File: src/rtl/orbit_ball.sv
// orbit_ball: player sprite moving on a fixed circle, one update per frame.
// Position is an angular phase with FRAC_W fractional bits; X/Y are derived
// from a quarter-wave sine table. Holding a direction key ramps speed up to
// MAX_SPEED; reversing restarts the ramp. A hit kills the sprite until respawn.
//
// state    | meaning
// ST_ALIVE | keys move the sprite, hit kills it
// ST_DEAD  | position frozen, waiting for respawn
module orbit_ball #(
    parameter int         CENTER_X    = 320,
    parameter int         CENTER_Y    = 240,
    parameter int         RADIUS      = 80,
    parameter int         START_ANGLE = 0,
    parameter int         FRAC_W      = 4,
    parameter int         ACCEL       = 1,
    parameter int         MAX_SPEED   = 16,
    parameter int         BALL_SIZE   = 4,
    parameter logic [7:0] KEY_CW      = 8'd7,
    parameter logic [7:0] KEY_CCW     = 8'd4
) (
    input  logic       frame_clk,
    input  logic       Reset_n,
    input  logic [7:0] keycode,
    input  logic       hit,
    input  logic       respawn,
    output logic [9:0] BallX,
    output logic [9:0] BallY,
    output logic [9:0] BallS,
    output logic [5:0] Angle,
    output logic       Alive
);

    localparam int PW = 6 + FRAC_W;

    localparam logic [0:0] ST_DEAD  = 1'b0;
    localparam logic [0:0] ST_ALIVE = 1'b1;

    localparam logic DIR_CW  = 1'b0;
    localparam logic DIR_CCW = 1'b1;

    localparam logic [5:0]    ANGLE_START = 6'(START_ANGLE);
    localparam logic [PW-1:0] PHASE_START = PW'(START_ANGLE * (2 ** FRAC_W));

    // First quadrant of round(256*sin(2*pi*q/64)), q = 0..16
    function automatic int sin_lut(input logic [4:0] q);
        case (q)
            5'd0:    return 0;
            5'd1:    return 25;
            5'd2:    return 50;
            5'd3:    return 74;
            5'd4:    return 98;
            5'd5:    return 121;
            5'd6:    return 142;
            5'd7:    return 162;
            5'd8:    return 181;
            5'd9:    return 198;
            5'd10:   return 213;
            5'd11:   return 226;
            5'd12:   return 237;
            5'd13:   return 245;
            5'd14:   return 251;
            5'd15:   return 255;
            default: return 256;
        endcase
    endfunction

    // Signed sine over the full 64-step circle by quadrant folding
    function automatic int sin_val(input logic [5:0] a);
        logic [4:0] q;
        q = a[4] ? (5'd16 - {1'b0, a[3:0]}) : {1'b0, a[3:0]};
        return a[5] ? -sin_lut(q) : sin_lut(q);
    endfunction

    // Arithmetic shift floors toward minus infinity, so negative offsets round down
    function automatic logic [9:0] pos_x(input logic [5:0] a);
        int v;
        v = CENTER_X + ((RADIUS * sin_val(a + 6'd16)) >>> 8);
        return v[9:0];
    endfunction

    function automatic logic [9:0] pos_y(input logic [5:0] a);
        int v;
        v = CENTER_Y + ((RADIUS * sin_val(a)) >>> 8);
        return v[9:0];
    endfunction

    logic [PW-1:0] phase, phase_n;
    logic [7:0]    speed, speed_n;
    logic          dir, dir_n;
    logic [0:0]    state, state_n;

    // Next phase/speed/direction/state for the coming frame edge
    always_comb begin
        phase_n = phase;
        speed_n = speed;
        dir_n   = dir;
        state_n = state;
        case (state)
            ST_ALIVE: begin
                if (hit) begin
                    state_n = ST_DEAD;
                    speed_n = '0;
                end else if (keycode == KEY_CW) begin
                    if (dir == DIR_CW) begin
                        speed_n = (int'(speed) + ACCEL >= MAX_SPEED) ? 8'(MAX_SPEED)
                                                                    : 8'(int'(speed) + ACCEL);
                    end else begin
                        speed_n = 8'(ACCEL);
                        dir_n   = DIR_CW;
                    end
                    phase_n = phase + PW'(speed_n);
                end else if (keycode == KEY_CCW) begin
                    if (dir == DIR_CCW) begin
                        speed_n = (int'(speed) + ACCEL >= MAX_SPEED) ? 8'(MAX_SPEED)
                                                                    : 8'(int'(speed) + ACCEL);
                    end else begin
                        speed_n = 8'(ACCEL);
                        dir_n   = DIR_CCW;
                    end
                    phase_n = phase - PW'(speed_n);
                end else begin
                    speed_n = '0;
                end
            end
            default: begin
                if (respawn) begin
                    state_n = ST_ALIVE;
                    phase_n = PHASE_START;
                    speed_n = '0;
                    dir_n   = DIR_CW;
                end
            end
        endcase
    end

    // Frame-rate state registers; coordinates follow phase_n with no lag
    always_ff @(posedge frame_clk or negedge Reset_n) begin
        if (!Reset_n) begin
            phase <= PHASE_START;
            speed <= '0;
            dir   <= DIR_CW;
            state <= ST_ALIVE;
            BallX <= pos_x(ANGLE_START);
            BallY <= pos_y(ANGLE_START);
        end else begin
            phase <= phase_n;
            speed <= speed_n;
            dir   <= dir_n;
            state <= state_n;
            BallX <= pos_x(phase_n[PW-1:FRAC_W]);
            BallY <= pos_y(phase_n[PW-1:FRAC_W]);
        end
    end

    assign Angle = phase[PW-1:FRAC_W];
    assign Alive = (state == ST_ALIVE);
    assign BallS = 10'(BALL_SIZE);

endmodule

File: config.mk
export PLATFORM = sky130hd
export DESIGN_NAME = orbit_ball
export DESIGN_NICKNAME = d
export VERILOG_FILES = /design/src/rtl/orbit_ball.sv
export SDC_FILE = /design/constraint.sdc
export NUM_CORES = 1
export LEC_CHECK = 0
export ABC_AREA = 1
export CAP_MARGIN = 5
export CORE_MARGIN = 2
export CORE_UTILIZATION = 45
export DETAILED_ROUTE_END_ITERATION = 8
export PLACE_DENSITY = 0.72
export SYNTH_ARGS = -nofsm -noshare
export SYNTH_HDL_FRONTEND = slang
export SYNTH_SLANG_ARGS = --single-unit
File: constraint.sdc
create_clock -name frame_clk -period 7.9 [get_ports frame_clk]
set_input_delay 2.37 -clock frame_clk [delete_from_list [all_inputs] [get_ports frame_clk]]
set_output_delay 2.37 -clock frame_clk [all_outputs]
set_load 0.01 [all_outputs]
## Yosys cells after proc, flatten, opt, wreduce, memory -nomap -nowiden

Memory sizes are Yosys's and may differ from the RTL's.
Index checks and enable logic that the tools add are counted.

| word-level totals | value |
|---|---|
| input port bits | 12 |
| register bits after elaboration | 40 |
| bits in read-only memories | 512 |
| logic and storage cells | 66 |
| memories kept | 4 |
| output and inout port bits | 37 |

Memory list:

| memory | words | bits a word | read ports | clocked after Yosys merged registers in | wr ports | RTL line | text |
|---|---|---|---|---|---|---|---|
| (name not given) | 16 | 8 | 1 | 0 | 0 | 46 | `case (q)` |
| (name not given) | 16 | 8 | 1 | 0 | 0 | 46 |  |
| (name not given) | 16 | 8 | 1 | 0 | 0 | 46 |  |
| (name not given) | 16 | 8 | 1 | 0 | 0 | 46 |  |

| cells by class | value |
|---|---|
| order comparisons | 1 |
| add/sub/neg operators | 10 |
| equality and inequality tests | 4 |
| muxes and demuxes | 36 |
| reduce and logical (&&, ||, !) cells | 2 |
| multipliers | 2 |

Operators by type and width:

| cell | count |
|---|---|
| 32-bit 2-to-1 mux | 6 |
| 8-bit 2-to-1 mux | 15 |
| 4-bit by 32-bit multiplier with 14-bit output, first input constant | 2 |
| 32-bit negator | 2 |
| 10-bit 2-to-1 mux | 5 |
| 32-bit by 6-bit greater-or-equal comparator with 1-bit output, second input constant | 1 |
| 8-bit by 3-bit == test with 1-bit output, second input constant | 2 |
| 10-bit adder, first input constant | 1 |
| 10-bit by 8-bit adder with 10-bit output | 1 |
| 9-bit by 10-bit adder with 10-bit output, first input constant | 1 |
| 5-bit 2-to-1 mux | 2 |
| 10-bit by 8-bit subtractor with 10-bit output | 1 |
| 5-bit by 4-bit subtractor with 5-bit output, first input constant | 2 |
| 8-bit by 1-bit adder with 9-bit output, second input constant | 1 |
| 1-bit 2-to-1 mux | 8 |
| 6-bit by 5-bit adder with 6-bit output, second input constant | 1 |
| 3-bit by 1-bit inequality test with 1-bit output, second input constant | 1 |
| 3-bit AND reduction | 1 |
| 2-bit inequality test, second input constant | 1 |
| 2-bit nonzero test | 1 |

## Longest topological paths before layout

An unclocked memory read counts as a cell.

| logic depth | value |
|---|---|
| depth in word-level cells | 22 |
| mapped depth | 56 |

## Worst setup path before layout

No wires, ideal clock.

| path | value |
|---|---|
| path kind | input -> register |
| from | input port keycode[5] |
| to | register BallX[9] |
| data arrival time | 7.505 ns |
| setup slack | 0.278 ns |
| required time | 7.783 ns |
| stages | 42 |
| buffers on the path | 1 |
| path through | nor4_1 > inv_1 > nor4_4 > inv_2 > clkbuf_1 > o21ai_0 > nand2_1 > nand2_1 > nand2_2 > inv_1 > ha_1 > inv_1 > nand3_1 > nand3_2 > nand2_4 > inv_2 > o21ai_0 > a21oi_1 > (+6 left out) > ha_1 > ha_1 > a21oi_1 > nand2_1 > a21oi_1 > inv_1 > a21oi_1 > inv_1 > a21oi_1 > nor2_1 > nor2_1 > nor2_1 > nor2_1 > nor2_1 > nor2_1 > xor2_1 > nand3b_1 > nand2_1 |

| on the way | value |
|---|---|
| cells in the longest elaborated chain, start to end | 14 |
| elaborated cells between the ends (all ways) | 17 |
| classes of those cells | add/sub (4); mul (1); eq/ne (2); mux (8); memory (2) |

Ends and longest elaborated chain:

| what | RTL line | text |
|---|---|---|
| start, declared | 23 | `input logic [7:0] keycode,` |
| 8-bit by 3-bit == test with 1-bit output | 112 | `end else if (keycode == KEY_CCW) begin` |
| 10-bit 2-to-1 mux | 112 |  |
| 10-bit 2-to-1 mux * | 103 | `end else if (keycode == KEY_CW) begin` |
| 10-bit 2-to-1 mux * | 100 | `if (hit) begin` |
| 10-bit 2-to-1 mux * | 98 | `case (state)` |
| named net phase_n[5] | 87 | `logic [PW-1:0] phase, phase_n;` |
| 6-bit by 5-bit adder with 6-bit output * | 77 | `v = CENTER_X + ((RADIUS * sin_val(a + 6'd16)) >>> 8);` |
| 5-bit by 4-bit subtractor with 5-bit output | 70 | `q = a[4] ? (5'd16 - {1'b0, a[3:0]}) : {1'b0, a[3:0]};` |
| 5-bit 2-to-1 mux | 70 |  |
| memory 16 x 8 bit | -- |  |
| 32-bit 2-to-1 mux | 46 |  |
| 32-bit negator | 71 | `return a[5] ? -sin_lut(q) : sin_lut(q);` |
| 32-bit 2-to-1 mux * | 71 |  |
| 4-bit by 32-bit multiplier with 14-bit output * | 77 |  |
| 10-bit adder * | 77 |  |
| end signal, assigned | 143 | `BallX <= pos_x(ANGLE_START);` |
| end signal, assigned | 150 | `BallX <= pos_x(phase_n[PW-1:FRAC_W]);` |
| end, declared | 26 | `output logic [9:0] BallX,` |

The timed path passes the listed nets; every way through them passes the cells marked *. The select of a mux whose other input is x is not followed.
A chain may end at the register's enable or synchronous reset.

## Final worst setup path

| path | value |
|---|---|
| from | input port keycode[1] |
| to | register BallX[9] |

The elaborated chain is that of the path after synthesis.

==> out/qor.yml <==
worst_setup_path:
  path_max_fanout: 13
  cp.arrival_ns: 7.76
  r2r_start: "speed[0]"
  slowest_delay_ns: 0.53
  worstSetupPathType: "input port to flip-flop"
  cp.required_ns: 8.08
  critPathSlowestCell: "clkdlybuf4s50_1"
  crit_path_start: "keycode[1]"
  endpoint_kind: "flip-flop"
  crit_family: "simple AND/OR/NAND/NOR gates"
  path_buf_inv: 7
  crit_top_cell: "nor2_1"
  cp-start-kind: "input port"
yosys:
  ys.flop_type: "dfrtp_1"
  ys_types: 55
  yosys_warnings: 0
  synth_edf_count: 0
  netlist_top_cells_area: "ha_1 (17%), dfrtp_1 (15%), nand2_1 (11%)"
  syn_inst: 720
  yosys.area.top_type_share_pct: 16.52
  syn_area_um2: 5225
  seq_area_frac_synth_pct: 19.35
  yosysTopAreaCell: "ha_1"
  syn_avg_cell_area_um2: 7.257
  ys_ff_latch: 40
  synthArstFlopShare_pct: 100.0
final_layout:
  fin_area_um2: 6496
  nFillCells: 1074
  layout.cells.most_common_list: "nand2_1 (147), inv_1 (80), nor2_1 (70)"
  mostFrequentLayoutCell: "nand2_1"
  final_nets: 908
  antenna_cells: 0
  final_util_pct: 57.14
  synthToLayoutAreaGrowth_pct: 24.33
  drive_gt1_share_pct: 24.27
  fin_cells: 967
power:
  vdd_drop_max_mv: 0.09271
  p_total_mw: 0.5806
  powerDensity_nw_per_um2: 89.38
  p_leak_nw: 3.455
timing:
  worst_slew_pin_slew_ns: 0.9915
  slew_headroom_pct: 33.90
  period_share_pct: 95.88
  hold_viol: 0
  slew_viol_final: 0
  period_minus_slack_ns: 7.575
  finClkSkew_ns: 0.007230
  finalSetupViolCount: 0
  fmax_mhz: 132.0
  holdWs_ns: 0.4939
grt:
  grt_max_degree: 41
  antenna_found_initial: 0
  grt-ovfl-total: 0
  grt_pass1_vias: 4571
  grt.total_usage_pct: 19.40
  grt_pass1_wl_um: 20300
clocking:
  cts_sinks: 40
  numCtsBuffers: 5
  clk_latency_ns: 0.29
  tritoncts: "done"
  cts_hold_buf: 0
  cts.clk_slew.worst_paths_ns: 0.06
  htreeDepth: 2
  clockRootBuffer: "clkbuf_16"
  cts_buffer_depth: 2
place:
  dp_cells: 951
  hpwl_um: 9400
  portBuffers: 38
  place_area_um2: 6108
  gp_congestion: 0.9040
floorplanning:
  fp-row-count: 39
  core_area_um2: 11370
  die_h_um: 111.8
  io_pins: 49
  start_util_pct: 45.96
  dieWidth_um: 111.8
  die-area_um2: 12490
routing:
  wl_per_cell_um: 12.56
  vias: 4856
  drcViolationCount: 0
  drtIter0Drc: 252
  wl_um: 12150
  drtPass1Iterations: 5
  vias_per_cell: 5.022
  ant_nets: 0
run_status:
  status: "completed"
min_path:
  min_path_type: "flip-flop to flip-flop"
  hp-start: "speed[7]"
flow_run:
  maxCapViolations: 0
[state kept, by name, indices dropped and copies added (netlist names)]
register  cells
Alive         1
speed         8
BallY        10
BallX        10
phase        10
dir           1
[where the power goes]
part | leakage (nW) | internal, mW | switching, mW
sequential | 0.528 | 0.214 | 0.00693
combinational | 2.84 | 0.0438 | 0.0651
clock | 0.0871 | 0.159 | 0.0923
[metal layers]
metal  vias up  track usage, %  part of all wire [%]
met2        80           35.23                    51
met5         -               0                     0
met3        14           3.157                   2.9
li1       2543               -                     -
met4         0           5.103                   1.2
met1      2219           23.81                    45
[worst min-delay path, stage by stage, from the launching register on]
cell and delay [ns]:
dfrtp_1 0.37, inv_1 0.05, nor2_1 0.04
[cells by family after synthesis]
family / after synthesis / share of synthesized area [%]
other cells: 2 / 0.1437
compound gates: 102 / 11.69
buf+inv: 118 / 10.39
fa+ha+maj: 73 / 18.06
flops: 40 / 19.35
simple gates: 355 / 35.06
xor+xnor: 30 / 5.316
[layout make-up]
| class | instances | area (um2) | share of cell area (%) |
|---|---|---|---|
| multi-input combinational | 576 | 3854 | 59.32 |
| sequential | 40 | 1011 | 15.56 |
| timing repair buffer | 103 | 893.4 | 13.75 |
| inverter | 97 | 381.6 | 5.874 |
| tap | 143 | 178.9 | 2.754 |
| clock buffer | 6 | 138.9 | 2.138 |
| clock inverter | 2 | 38.79 | 0.5971 |
[final timing paths]
check	endpoint	slack (ns)	cells past startpoint
worst max-delay path	BallX[9]	0.33	40
worst min-delay path	speed[7]	0.49	2
worst max register to register	BallX[9]	0.54	54
worst min register to register	speed[7]	0.49	2
max in group asynchronous	BallX[5]	5.04	1
min in group asynchronous	phase[1]	2.24	1
[Yosys cell counts (2+ instances only)]
cell	number
nand2_1	149
inv_1	83
nor2_1	72
ha_1	69
nand3_1	38
o21ai_0	36
dfrtp_1	32
a21oi_1	31
nand2_2	30
xor2_1	23
buf_4	16
nand3_2	15
nand4_1	10
dfstp_2	8
inv_2	8
nor2_4	8
nor3_1	8
nand2_4	6
a21o_1	5
a31oi_1	5
o21ai_1	5
xnor2_1	5
fa_1	4
inv_4	4
a211oi_1	3
a32o_1	3
nand3b_1	3
o211ai_1	3
o21ai_2	3
and2_1	2
clkbuf_1	2
conb_1	2
nand3_4	2
nor4_4	2
o211ai_2	2
o22ai_1	2
or2_2	2
xor2_2	2
[per-stage QoR]
stage,setup TNS (ns),setup slack [ns]
finish,0,0.3252
global route,-0.1214,-0.1214
CTS,0,0.2127
detailed placement,-0.08311,-0.07715
global placement,0,0.04275
floorplan,0,0.2781
[timing repair]
item                       4_1_cts  5_1_grt
gates resized for setup          0       46
setup endpoints to repair        0        8
setup buffers                    0        8
No activity file was read; power rests on OpenSTA's default activity.
